===== config.mk =====
export PLATFORM = sky130hd
export DESIGN_NAME = ace_snoop_arbiter
export DESIGN_NICKNAME = d
export VERILOG_FILES = /design/src/rtl/ace_snoop_arbiter.sv
export SDC_FILE = /design/constraint.sdc
export NUM_CORES = 1
export LEC_CHECK = 0
export CELL_PAD_IN_SITES_DETAIL_PLACEMENT = 1
export CELL_PAD_IN_SITES_GLOBAL_PLACEMENT = 1
export CORE_MARGIN = 2
export CORE_UTILIZATION = 24
export DETAILED_ROUTE_END_ITERATION = 10
export PLACE_DENSITY_LB_ADDON = 0.1
export SLEW_MARGIN = 40
export SYNTH_ARGS = -nofsm -noshare
export SYNTH_HDL_FRONTEND = slang
export SYNTH_SLANG_ARGS = --single-unit

===== constraint.sdc =====
create_clock -name clk_i -period 3.2 [get_ports clk_i]
set_input_delay 0.32 -clock clk_i [delete_from_list [all_inputs] [get_ports clk_i]]
set_output_delay 0.32 -clock clk_i [all_outputs]
set_load 0.005 [all_outputs]

===== src/rtl/ace_snoop_arbiter.sv =====
// ACE snoop-address (AC) arbiter with registered AC stage and in-order CR return routing.
// Define ACE_SNOOP_ARB_FIXED_PRIO_EN for fixed lowest-index priority instead of round-robin.
module ace_snoop_arbiter #(
  parameter int unsigned NumReq         = 4,
  parameter int unsigned AddrWidth      = 64,
  parameter int unsigned MaxOutstanding = 8
) (
  input  logic                          clk_i,
  input  logic                          rst_ni,
  input  logic [NumReq-1:0]             req_ac_valid_i,
  output logic [NumReq-1:0]             req_ac_ready_o,
  input  logic [NumReq*AddrWidth-1:0]   req_ac_addr_i,
  input  logic [NumReq*4-1:0]           req_ac_snoop_i,
  input  logic [NumReq*3-1:0]           req_ac_prot_i,
  output logic [NumReq-1:0]             req_cr_valid_o,
  input  logic [NumReq-1:0]             req_cr_ready_i,
  output logic [4:0]                    req_cr_resp_o,
  output logic                          mst_ac_valid_o,
  input  logic                          mst_ac_ready_i,
  output logic [AddrWidth-1:0]          mst_ac_addr_o,
  output logic [3:0]                    mst_ac_snoop_o,
  output logic [2:0]                    mst_ac_prot_o,
  input  logic                          mst_cr_valid_i,
  output logic                          mst_cr_ready_o,
  input  logic [4:0]                    mst_cr_resp_i,
  output logic                          busy_o
);

  localparam int unsigned IdxW = (NumReq > 1) ? $clog2(NumReq) : 1;
  localparam int unsigned PtrW = (MaxOutstanding > 1) ? $clog2(MaxOutstanding) : 1;
  localparam int unsigned CntW = $clog2(MaxOutstanding + 1);
  localparam logic [CntW:0] OccMax = (CntW+1)'(MaxOutstanding);

  logic                 stage_valid;
  logic [AddrWidth-1:0] stage_addr;
  logic [3:0]           stage_snoop;
  logic [2:0]           stage_prot;
  logic [IdxW-1:0]      stage_src;

  logic [IdxW-1:0]      fifo_mem [MaxOutstanding];
  logic [PtrW-1:0]      fifo_wr_ptr;
  logic [PtrW-1:0]      fifo_rd_ptr;
  logic [CntW-1:0]      fifo_cnt;
  logic                 fifo_empty;
  logic [IdxW-1:0]      head_src;

  logic [CntW:0]        occ;
  logic                 load_ok;
  logic                 grant_found;
  logic [IdxW-1:0]      grant_idx;
  logic                 ac_take;
  logic                 ac_hs;
  logic                 cr_pop;

  assign ac_hs      = stage_valid && mst_ac_ready_i;
  assign fifo_empty = (fifo_cnt == '0);
  assign occ        = {1'b0, fifo_cnt} + (CntW+1)'(stage_valid);

  // A CR pop this cycle is deliberately not counted: the slot frees one cycle later.
  assign load_ok = rst_ni && (!stage_valid || ac_hs) && (occ < OccMax);

`ifdef ACE_SNOOP_ARB_FIXED_PRIO_EN
  always_comb begin
    grant_found = 1'b0;
    grant_idx   = '0;
    for (int unsigned i = 0; i < NumReq; i++) begin
      if (!grant_found && req_ac_valid_i[i]) begin
        grant_found = 1'b1;
        grant_idx   = IdxW'(i);
      end
    end
  end
`else
  logic [IdxW-1:0] rr_ptr;
  int unsigned     rr_cand;

  always_comb begin
    grant_found = 1'b0;
    grant_idx   = '0;
    rr_cand     = 0;
    for (int unsigned i = 0; i < NumReq; i++) begin
      rr_cand = (32'(rr_ptr) + i) % NumReq;
      if (!grant_found && req_ac_valid_i[rr_cand]) begin
        grant_found = 1'b1;
        grant_idx   = IdxW'(rr_cand);
      end
    end
  end

  always_ff @(posedge clk_i or negedge rst_ni) begin
    if (!rst_ni) begin
      rr_ptr <= '0;
    end else if (ac_take) begin
      rr_ptr <= (32'(grant_idx) == NumReq - 1) ? '0 : grant_idx + 1'b1;
    end
  end
`endif

  always_comb begin
    req_ac_ready_o = '0;
    if (load_ok && grant_found) begin
      req_ac_ready_o[grant_idx] = 1'b1;
    end
  end

  assign ac_take = |(req_ac_valid_i & req_ac_ready_o);

  always_ff @(posedge clk_i or negedge rst_ni) begin
    if (!rst_ni) begin
      stage_valid <= 1'b0;
      stage_addr  <= '0;
      stage_snoop <= '0;
      stage_prot  <= '0;
      stage_src   <= '0;
    end else if (ac_take) begin
      stage_valid <= 1'b1;
      stage_addr  <= req_ac_addr_i[grant_idx*AddrWidth +: AddrWidth];
      stage_snoop <= req_ac_snoop_i[grant_idx*4 +: 4];
      stage_prot  <= req_ac_prot_i[grant_idx*3 +: 3];
      stage_src   <= grant_idx;
    end else if (ac_hs) begin
      stage_valid <= 1'b0;
    end
  end

  assign mst_ac_valid_o = stage_valid;
  assign mst_ac_addr_o  = stage_addr;
  assign mst_ac_snoop_o = stage_snoop;
  assign mst_ac_prot_o  = stage_prot;

  assign head_src = fifo_mem[fifo_rd_ptr];
  assign cr_pop   = mst_cr_valid_i && mst_cr_ready_o;

  always_ff @(posedge clk_i or negedge rst_ni) begin
    if (!rst_ni) begin
      fifo_wr_ptr <= '0;
      fifo_rd_ptr <= '0;
      fifo_cnt    <= '0;
      for (int unsigned i = 0; i < MaxOutstanding; i++) begin
        fifo_mem[i] <= '0;
      end
    end else begin
      if (ac_hs) begin
        fifo_mem[fifo_wr_ptr] <= stage_src;
        fifo_wr_ptr <= (32'(fifo_wr_ptr) == MaxOutstanding - 1) ? '0 : fifo_wr_ptr + 1'b1;
      end
      if (cr_pop) begin
        fifo_rd_ptr <= (32'(fifo_rd_ptr) == MaxOutstanding - 1) ? '0 : fifo_rd_ptr + 1'b1;
      end
      if (ac_hs && !cr_pop) begin
        fifo_cnt <= fifo_cnt + 1'b1;
      end else if (!ac_hs && cr_pop) begin
        fifo_cnt <= fifo_cnt - 1'b1;
      end
    end
  end

  always_comb begin
    req_cr_valid_o = '0;
    if (mst_cr_valid_i && !fifo_empty) begin
      req_cr_valid_o[head_src] = 1'b1;
    end
  end

  assign mst_cr_ready_o = req_cr_ready_i[head_src] && !fifo_empty;
  assign req_cr_resp_o  = mst_cr_resp_i;
  assign busy_o         = stage_valid || !fifo_empty;

`ifndef SYNTHESIS
  cr_without_ac: assert property (@(posedge clk_i) disable iff (!rst_ni)
    mst_cr_valid_i |-> !fifo_empty);

  ac_stable: assert property (@(posedge clk_i) disable iff (!rst_ni)
    (mst_ac_valid_o && !mst_ac_ready_i) |=>
      (mst_ac_valid_o && $stable(mst_ac_addr_o) && $stable(mst_ac_snoop_o)
       && $stable(mst_ac_prot_o)));
`endif

endmodule


======== Word-level counts from Yosys, hierarchy flattened ========
Cells that the tools add are included.
Widths: inputs -> output; s select.
storage, ports and cells
  register bits after elaboration ......... 102
  input bits .............................. 301
  output and inout bits ................... 87
  word-level logic and storage cells ...... 113
cells by class
  add/sub/neg operators ................... 9
  multipliers ............................. 1
  $lt $le $gt $ge ......................... 12
  eq/ne operators ......................... 3
  shift operators ......................... 3
  multiplexer cells ....................... 37
  bitwise logic cells ..................... 3
  reduce and logical (&&, ||, !) cells .... 28
operators by type and width
  operator             number
  $shiftx 256x9->64    1
  $lt 2x3->1 const B   6
  $bwmux 16            1
  $mux 2               8
  $mux 4               4
  $shiftx 16x5->4      1
  $logic_and 1x1->1    15
  $mux 1               13
  $shiftx 12x5->3      1
  $bmux 1 s2           5
  $ge 4x4->1 const B   2
  $not 3->4            2
  $logic_not 1->1      7
  $add 3x1->3 const B  2
  $bmux 2 s3           1
  $demux 2 s3          1
  $eq 3x3->1 const B   2
  $mux 3               2
  $add 4x1->5          1
  $lt 5x4->1 const B   1
  $add 2x1->2 const B  2
  $add 2x2->2 const B  2
  $add 4x1->4 const B  1
  $and 4x4->4          1
  10 further kinds     14

======== Depth between registers and ports, before layout ========
  depth in word-level cells ............... 20
  mapped depth ............................ 15
  mapped depth without buffers ............ 12

======== Worst setup path after synthesis ========
No wires, ideal clock.
  path kind ............................... reg2reg
  start point ............................. reg fifo_rd_ptr[0]
  end point ............................... reg fifo_cnt[3]
  library setup time ...................... 125 ps
  arrival ................................. 3036 ps
  data required time ...................... 3075 ps
  path slack .............................. 39 ps
  stages on the path, launching flop included .. 14
  period minus slack after synthesis ...... 3161 ps
  cells stage by stage .................... dfrtp_1 > buf_6 > mux2_4 > mux4_2 > mux4_2 > nand2_4 > ha_1 > inv_1 > ha_1 > a21o_1 > a21oi_1 > xnor2_1 > nor2_1 > xor2_1
between the ends
  word-level cells in the longest chain between the ends .. 11
  elaborated cells between the ends (all ways) .. 13
ends and longest elaborated chain
  element                                      line  text
  from (decl)                                  42    logic [PtrW-1:0] fifo_rd_ptr;
  from (signal assigned)                       148   fifo_rd_ptr <= (32'(fifo_rd_ptr) == MaxOutstanding - 1) ? '0 : fifo_rd_ptr + 1'b1;
  $not 3->4 (not written as such) *            131   assign head_src = fifo_mem[fifo_rd_ptr];
  $bmux 2 s3 *                                 131
  $mux 2 (not written as such) * (2 in a row)  131
  $bmux 1 s2 *                                 165   assign mst_cr_ready_o = req_cr_ready_i[head_src] && !fifo_empty;
  $mux 1 (not written as such) *               165
  $logic_and 1x1->1 *                          165
  $logic_and 1x1->1 *                          132   assign cr_pop = mst_cr_valid_i && mst_cr_ready_o;
  $logic_not 1->1                              150   if (ac_hs && !cr_pop) begin
  $logic_and 1x1->1                            150
  $mux 4 or $reduce_bool 2->1 (tied branches)  -
  to (signal assigned)                         151   fifo_cnt <= fifo_cnt + 1'b1;
  to (signal assigned)                         153   fifo_cnt <= fifo_cnt - 1'b1;
  to (decl)                                    43    logic [CntW-1:0] fifo_cnt;
Mark *: on every way between the ends. The rest lies on a longest branch, timed or not. The select of a mux whose other input is x is not followed.
A chain may end at the register's enable or synchronous reset.

======== Final worst setup path ========
  start point ............................. reg fifo_rd_ptr[0]
  end point ............................... reg fifo_cnt[1]
The elaborated chain is that of the path after synthesis.

==> impl_metrics.tcl <==
set metrics [dict create \
    clk_pin_slew_ps 70 \
    finalClockSkew_ps 9.34 \
    ff_latch_area_sq_mm 0.00255 \
    multi_input_area_sq_mm 0.00336 \
    cts_root_buf "clkbuf_16" \
    vdd_drop_max_mv 0.325 \
    grt_pass1_wl_mm 38.6 \
    n_fill_cell 2741 \
    grt_pass1_vias 6753 \
    required_ps 3440 \
    rows 58 \
    layout_min_cycle_time_ps 3070 \
    worstPathCellList "mux2_4 -> mux4_2 -> mux4_2 -> nand2_4 -> ha_4 -> inv_1 -> buf_4 -> fa_1 -> mux2_2" \
    h-tree-depth 3 \
    setup-violations-final 0 \
    slowest_stage "mux4_2" \
    rsz0062_at_grt "no" \
    clk_latency_ps 360 \
    final_cells 1246 \
    critPathKind "reg2reg" \
    p_leak_nw 4.80 \
    core_sq_mm 0.0250 \
    yosys_most_used_dff "dfrtp_1" \
    synth_top_family_by_area "multiplexers" \
    ys_ff_latch 102 \
    critical_path.startpoint "fifo_rd_ptr[0]" \
    num_vias 5951 \
    routed_wl_mm 25.4 \
    dp.cells 1230 \
    max_slew_margin 0.563 \
    final_nets 1224 \
    hold_viol_final 0 \
    clockBufferDepth 2 \
    final_cell_area_sq_mm 0.0106 \
    boundaryPins 388 \
    period_share 0.958 \
    yosys_warnings 0 \
    drc 0 \
    fmax_mhz 326 \
    synth_nets 861 \
    final_common_cell "clkdlybuf4s50_1" \
    p_per_area_mw_per_mm2 687 \
    numCtsBuffers 9 \
    hold_path_class "in2async" \
    async_reset_ff_frac 1.00 \
    avgSynthCellArea_sq_um 11.1 \
    initial_utilization 0.242 \
    antenna_found_initial 1 \
    final_cell_mix "clkdlybuf4s50_1, mux2i_1, dfrtp_1, nand2_1, o221ai_1" \
    dpl_cell_area_sq_mm 0.0103 \
    drt_iter0_markers 181 \
    detail-route-antenna-nets 0 \
    die_w_um 163 \
    worstSetupEndpointType "flop" \
    syn_to_final_growth_pct 75.4 \
    synth_fa_ha_area_frac 0.0260 \
    synthCells 548 \
    cp_max_fo 7 \
    die_area_sq_mm 0.0266 \
    drive_gt1_frac 0.0722 \
    synth_mux_area_frac 0.308 \
    synth-simple-area-share 0.0849 \
    status "complete, no violations" \
    grt_use_total 0.190 \
    drv_cap 0 \
    overflow 0 \
    drv_slew 0 \
    portBuffers 377 \
    drt-wirelength-per-cell_um 20.4 \
    synth-compound-area-share 0.118 \
    synth_cell_types 41 \
    grt_max_degree 77 \
    cp_slowest_stage_delay_ps 510 \
    start_kind "flop" \
    worstPathArrival_ps 3310 \
    cpMostUsedCell "mux4_2" \
    hpwl_mm 19.8 \
    clock-sinks 102 \
    timing.rr.start "fifo_rd_ptr[0]" \
    firstDrtPassIters 4 \
    synth_edf_count 0 \
    cts_tree "done" \
    worst_pin_slew_ps 655 \
    routed_via_density 4.78 \
    synth-xor-area-share 0.00577 \
    die_height_um 163 \
    synth_area_sq_mm 0.00607 \
    finalWeightedCongestion 0.813 \
    yosysSeqAreaShare 0.421 \
]
cell usage after synthesis (2+ instances only):
cell | count | share of area
mux4_1 | 2 | 0.0087
nor2b_1 | 4 | 0.0041
and2_1 | 4 | 0.0041
inv_1 | 3 | 0.0019
nand2_1 | 82 | 0.051
o221ai_1 | 71 | 0.10
a21oi_1 | 5 | 0.0041
xnor2_1 | 3 | 0.0043
buf_2 | 11 | 0.0091
mux2_1 | 11 | 0.020
mux2_4 | 6 | 0.015
a22oi_1 | 2 | 0.0025
nor4_1 | 2 | 0.0021
inv_2 | 3 | 0.0019
buf_1 | 6 | 0.0037
nand2b_1 | 4 | 0.0041
mux4_2 | 2 | 0.0074
nor2_1 | 9 | 0.0056
mux2_2 | 11 | 0.020
o21ai_1 | 2 | 0.0016
a21o_1 | 2 | 0.0025
buf_4 | 5 | 0.0062
nand3_1 | 3 | 0.0025
ha_1 | 11 | 0.023
dfrtp_1 | 102 | 0.42
mux2i_1 | 143 | 0.24
clkbuf_1 | 21 | 0.013
nor3_1 | 5 | 0.0041
critical path: cells and delay by family, from the launching register on:
kind | cells | cell delay [ps]
and+or+nand+nor | 1 | 90
DFF | 1 | 490
muxes | 4 | 1580
adders and majority gates | 2 | 570
buffers and inverters | 2 | 220
where the power goes:
part	total (mW)	leakage (nW)	internal (mW)	switching, mW
combinational	3.89	3.36	2.26	1.63
sequential	2.30	1.29	1.86	0.434
clock	1.13	0.144	0.619	0.507
total	7.32	4.80	4.74	2.57
sequential cells by signal, indices dropped and copies added (netlist names):
signal and count:
fifo_cnt 4, fifo_mem 16, fifo_rd_ptr 3, fifo_wr_ptr 3, mst_ac_addr_o 64, mst_ac_prot_o 3
mst_ac_snoop_o 4, mst_ac_valid_o 1, rr_ptr 2, stage_src 2
cell type report:
type / count / area share
Antenna cell: 2 / 0.000470
Clock buffer: 10 / 0.0225
Clock inverter: 4 / 0.00459
Inverter: 6 / 0.00212
Multi-Input combinational cell: 396 / 0.316
Sequential cell: 102 / 0.240
Tap cell: 330 / 0.0388
Timing Repair Buffer: 396 / 0.375
logic make-up after synthesis:
| group | after synthesis |
|---|---|
| buffers and inverters | 50 |
| multiplexers | 175 |
| flip-flops | 102 |
| AND/OR/NAND/NOR | 119 |
| AO/OA/AOI/OAI | 86 |
| adder cells (fa/ha/maj) | 12 |
| XOR/XNOR | 4 |
final timing paths:
path                       cells past startpoint             end  slack [ps]
max                                            9     fifo_cnt[1]         130
min                                            2     fifo_cnt[0]          20
max reg2reg                                    9     fifo_cnt[1]         130
min reg2reg                                    1     fifo_mem[5]         480
max in group asynchronous                      3  fifo_rd_ptr[0]        2140
min in group clk_i                             1     fifo_mem[5]         480
routing by layer:
metal	vias to the layer above	wire length, um	global-route usage	part of all wire
met5	-	0	0	0
met4	0	627	0.0656	0.025
met3	36	1680	0.0503	0.066
met2	216	13800	0.358	0.54
met1	2909	9270	0.204	0.37
li1	2790	-	-	-
what timing repair did:
action | 4_1_cts | 5_1_grt
pin swaps | 2 | 4
endpoints found under the setup margin | 3 | 2
hold buffers | 0 | 0
buffers inserted | 0 | 0
gates resized for setup | 4 | 4
through the flow:
stage                     setup WS [ps]  hold slack (ps)  utilization  total power [mW]  TNS [ps]
after floorplan                    39.0             24.4            -              4.14         0
after global placement            -23.9              426        0.411              6.10     -23.9
after detailed placement           -106              440        0.411              6.22      -106
after CTS                          2.48             50.5        0.423              7.42         0
after global routing               15.4             55.6        0.425              7.86         0
final                               135             18.6        0.425              7.32         0
(Power assumes the default switching activity.)
